<file path="src/rtl/mem_port_arbiter.sv">
// rtl/mem_port_arbiter.sv - round-robin arbiter sharing one synchronous memory between fetch and load/store ports
// Single access per cycle, zero-latency grant, read data steered back to the port that issued the read.
module mem_port_arbiter #(
  parameter int ADDR_WIDTH = 32,
  parameter int DATA_WIDTH = 32
) (
  input  logic                    clk,
  input  logic                    rst_n,
  input  logic                    i_req,
  input  logic [ADDR_WIDTH-1:0]   i_addr,
  output logic                    i_gnt,
  output logic                    i_rvalid,
  output logic [DATA_WIDTH-1:0]   i_rdata,
  input  logic                    d_req,
  input  logic                    d_we,
  input  logic [ADDR_WIDTH-1:0]   d_addr,
  input  logic [DATA_WIDTH-1:0]   d_wdata,
  input  logic [DATA_WIDTH/8-1:0] d_be,
  output logic                    d_gnt,
  output logic                    d_rvalid,
  output logic [DATA_WIDTH-1:0]   d_rdata,
  output logic                    m_req,
  output logic                    m_we,
  output logic [ADDR_WIDTH-1:0]   m_addr,
  output logic [DATA_WIDTH-1:0]   m_wdata,
  output logic [DATA_WIDTH/8-1:0] m_be,
  input  logic [DATA_WIDTH-1:0]   m_rdata
);

  localparam int BE_WIDTH = DATA_WIDTH / 8;

  logic last_d;
  logic rsp_i;
  logic rsp_d;
  logic i_win;
  logic d_win;

  // Gated by rst_n so no grant can leak out while the block is held in reset.
  always_comb begin
    i_win = 1'b0;
    d_win = 1'b0;
    if (rst_n) begin
      if (i_req && d_req) begin
        i_win = last_d;
        d_win = !last_d;
      end else begin
        i_win = i_req;
        d_win = d_req;
      end
    end
  end

  assign i_gnt = i_win;
  assign d_gnt = d_win;
  assign m_req = i_win | d_win;

  always_comb begin
    m_we    = 1'b0;
    m_addr  = '0;
    m_wdata = '0;
    m_be    = '0;
    if (i_win) begin
      m_addr = i_addr;
      m_be   = {BE_WIDTH{1'b1}};
    end else if (d_win) begin
      m_we    = d_we;
      m_addr  = d_addr;
      m_wdata = d_wdata;
      m_be    = d_be;
    end
  end

  // last_d only moves on a grant; response flags reload every cycle.
  always_ff @(posedge clk or negedge rst_n) begin
    if (!rst_n) begin
      last_d <= 1'b0;
      rsp_i  <= 1'b0;
      rsp_d  <= 1'b0;
    end else begin
      if (i_win || d_win) begin
        last_d <= d_win;
      end
      rsp_i <= i_win;
      rsp_d <= d_win & ~d_we;
    end
  end

  assign i_rvalid = rsp_i;
  assign d_rvalid = rsp_d;
  assign i_rdata  = rsp_i ? m_rdata : '0;
  assign d_rdata  = rsp_d ? m_rdata : '0;

endmodule
</file>
<file path="config.mk">
export PLATFORM = sky130hd
export DESIGN_NAME = mem_port_arbiter
export DESIGN_NICKNAME = d
export VERILOG_FILES = /design/src/rtl/mem_port_arbiter.sv
export SDC_FILE = /design/constraint.sdc
export NUM_CORES = 1
export LEC_CHECK = 0
export ABC_AREA = 1
export BUFFER_PORTS_ARGS = -buffer_cell sky130_fd_sc_hd__buf_2
export CORE_AREA = 2 2 107 109
export DETAILED_ROUTE_END_ITERATION = 8
export DIE_AREA = 0 0 109 111
export PLACE_DENSITY = 0.61
export SETUP_SLACK_MARGIN = 0.4
export SLEW_MARGIN = 20
export SYNTH_ARGS = -nofsm -noshare
export SYNTH_HDL_FRONTEND = slang
export SYNTH_SLANG_ARGS = --single-unit
</file>
<file path="constraint.sdc">
create_clock -name clk -period 0.9 [get_ports clk]
set_input_delay 0.045 -clock clk [delete_from_list [all_inputs] [get_ports clk]]
set_output_delay 0.045 -clock clk [all_outputs]
set_load 0.005 [all_outputs]
</file>
==> metrics.yaml <==
htreeDepth: 1
rows: 39
pwr_density_cell_nw_per_um2: 619
die-area_um2: 12100
post_layout_min_period_ns: 1.29
outcome: "complete, but fails checks"
global_route.overflow_total: 0
final_hold_viol_count: 0
synth-warning-count: 0
worstSetupStartpointType: "flip-flop"
grt.total_usage_pct: 12.1
floorplan.initialDensity_pct: 14.1
diodes: 0
layout.cell_area.non_filler_um2: 3980
fp.dieH_um: 111
register_clock_pin_slew_on_the_reported_worst_setup_and_hold_paths_ns: 0.03
final_antenna_net_count: 0
layout-drive-gt1-share_pct: 67.4
max_cap_violation_count: 0
worst_clock_skew_ns: 0.00258
maxSlewViolCount: 0
placed_cell_area_um2: 3270
postSynthAreaPerCell_um2: 4.63
clock_path_buffers: 2
clock_buffers_created_by_tritoncts: 3
clk_latency_ns: 0.22
grt_setup_unrepaired: "yes"
finish.net_count: 764
detail_route.drc_violations: 0
finalCritPeriodShare_pct: 143
failed_checks: "negative setup slack"
timing.critical_path.required_ns: 0.85
hold_path_class: "primary input to flip-flop"
max_freq_mhz: 777
synthCells: 337
finalSetupViolCount: 139
synthesis.area_um2: 1560
vias: 3038
register_area_share_after_synthesis_pct: 4.81
crit_path_max_fanout: 18
fp.dieW_um: 109
dpl.hpwl_mm: 6.38
critical_path.endpoint_type: "output pin"
dpl.cell_count: 757
grt_first_pass_wirelength_mm: 11.8
grt_max_degree: 34
launch_instance_of_the_worst_register_to_register_path: "last_d"
areaGrowthSynthToFinish_pct: 155
grt_antenna_before_repair: 1
worst_path_arrival_ns: 1.24
finish.cell_count_without_fillers: 769
cp-startpoint: "last_d"
p_leak_nw: 3.01
post_route_hold_slack_ns: 0.00529
tightest_slew_ns: 0.229
setup_slack_ns: -0.387
timing.max_slew.rel_slack_pct: 84.7
io_pins: 275
timing_worst_setup_path_type: "flip-flop to output pin"
synth_cell_types: 13
number_of_global_route_vias_before_repair: 2553
clock_sink_count: 3
synth-seq-cells: 3
route.detailed.wl_per_inst_um: 11.2
detailedRoute.firstIterationViolations: 98
detail_route.first_pass.iterations: 4
postRouteWirelength_mm: 8.64
finish.utilization_pct: 35.9
min_from: "d_we"
via_per_inst: 3.95
ctsRootBufferMaster: "sky130_fd_sc_hd__clkbuf_16"
synthesis.nets: 474
io_buffers: 274
place_worst_setup_slack_ns: -0.168
coreArea_um2: 11100
vdd.ir_drop.worst_mv: 0.494
tritoncts_clock_tree: "yes"
weighted_congestion_reported_at_the_end_of_routability_driven_placement: 0.807
cells by family (layout without fill, tap and decap cells):
kind of cell / after synthesis / in the layout / synth area share [%]
buffers and inverters: 123 / 412 / 34.7
AND/OR/NAND/NOR: 211 / 211 / 60.5
flip-flops: 3 / 3 / 4.81
sequential cells by signal, summed over array words and instances, names as in the netlist:
signal and cells:
i_rvalid 1, d_rvalid 1, last_d 1
path summary, 6_finish.rpt:
path | end | slack [ns] | depth (start not counted)
max | m_addr[6] | -0.39 | 6
min | d_rvalid | 0.005 | 2
max reg2reg | d_rvalid | -0.03 | 4
min reg2reg | last_d | 0.59 | 2
max in group asynchronous | d_rvalid | 0.45 | 3
min in group asynchronous | i_rvalid | 0.35 | 3
repair_timing:
| item | in CTS | in global routing |
|---|---|---|
| endpoints found under the hold margin | 3 | 0 |
| setup endpoints to repair | 141 | 141 |
| resized for setup | 62 | 88 |
| setup buffers | 2 | 1 |
| hold buffers | 1 | 0 |
| cloned | 2 | 2 |
| pin swaps | 11 | 8 |
cells in the mapped netlist (all sizes together):
cell	count	share of area (%)
buf	21	9.9
clkinv	1	0.56
dfrtp	3	4.8
inv	101	24
nand2	108	27
nand3	69	22
nor2	34	11
cell type report:
class	count	area (um^2)
inverters	102	388
flip-flops and latches	3	78.8
well taps	143	179
fillers	1203	7100
repair buffers	306	1970
multi-input cells	211	1280
clock buffers	4	78.8
worst max-delay path, cell delays in order (launching register included):
cell and delay, ns:
sky130_fd_sc_hd__dfrtp_2 0.42, sky130_fd_sc_hd__inv_2 0.07, sky130_fd_sc_hd__nand2_4 0.09, sky130_fd_sc_hd__buf_12 0.17
sky130_fd_sc_hd__nand3_1 0.08, sky130_fd_sc_hd__nand2_1 0.05, sky130_fd_sc_hd__buf_2 0.12
through the flow:
| step | setup TNS [ns] | total power [mW] |
|---|---|---|
| floorplan | 0 | 0.730 |
| global placement | -8.99 | 1.48 |
| detailed placement | -8.66 | 1.48 |
| CTS | -38.32 | 2.34 |
| global route | -45.47 | 2.64 |
| finish | -37.84 | 2.46 |
where the power goes:
part	internal (mW)	total (mW)	switching [mW]
registers	0.148	0.166	0.0174
clock network	0.584	0.702	0.118
logic	0.807	1.59	0.784
cell usage in the layout, fill, tap and decap left out:
cell type / Yosys / final
sky130_fd_sc_hd__buf_4: 12 / 13
sky130_fd_sc_hd__inv_1: 100 / 75
sky130_fd_sc_hd__nand2_2: 3 / 13
sky130_fd_sc_hd__clkbuf_1: 0 / 1
sky130_fd_sc_hd__buf_2: 6 / 249
sky130_fd_sc_hd__buf_6: 3 / 28
sky130_fd_sc_hd__inv_2: 1 / 26
sky130_fd_sc_hd__nor2_2: 20 / 23
sky130_fd_sc_hd__buf_12: 0 / 10
sky130_fd_sc_hd__nand2_4: 1 / 27
sky130_fd_sc_hd__dfrtp_2: 0 / 3
sky130_fd_sc_hd__dlygate4sd3_1: 0 / 1
sky130_fd_sc_hd__nand3_1: 69 / 48
sky130_fd_sc_hd__nand2_1: 104 / 68
sky130_fd_sc_hd__clkbuf_16: 0 / 6
sky130_fd_sc_hd__nor2_1: 14 / 11
sky130_fd_sc_hd__clkinv_4: 1 / 1
sky130_fd_sc_hd__buf_8: 0 / 2
sky130_fd_sc_hd__nand3_2: 0 / 21
routing by layer:
| layer | share of wire, % | vias up | GRT usage (%) |
|---|---|---|---|
| li1 | - | 1540 | - |
| met1 | 35 | 1307 | 12.3 |
| met2 | 52 | 179 | 23.7 |
| met3 | 12 | 10 | 3.70 |
| met4 | 1.1 | 2 | 2.48 |
| met5 | 0.13 | - | 0 |
Note: power is estimated with default switching activity, not from simulation.
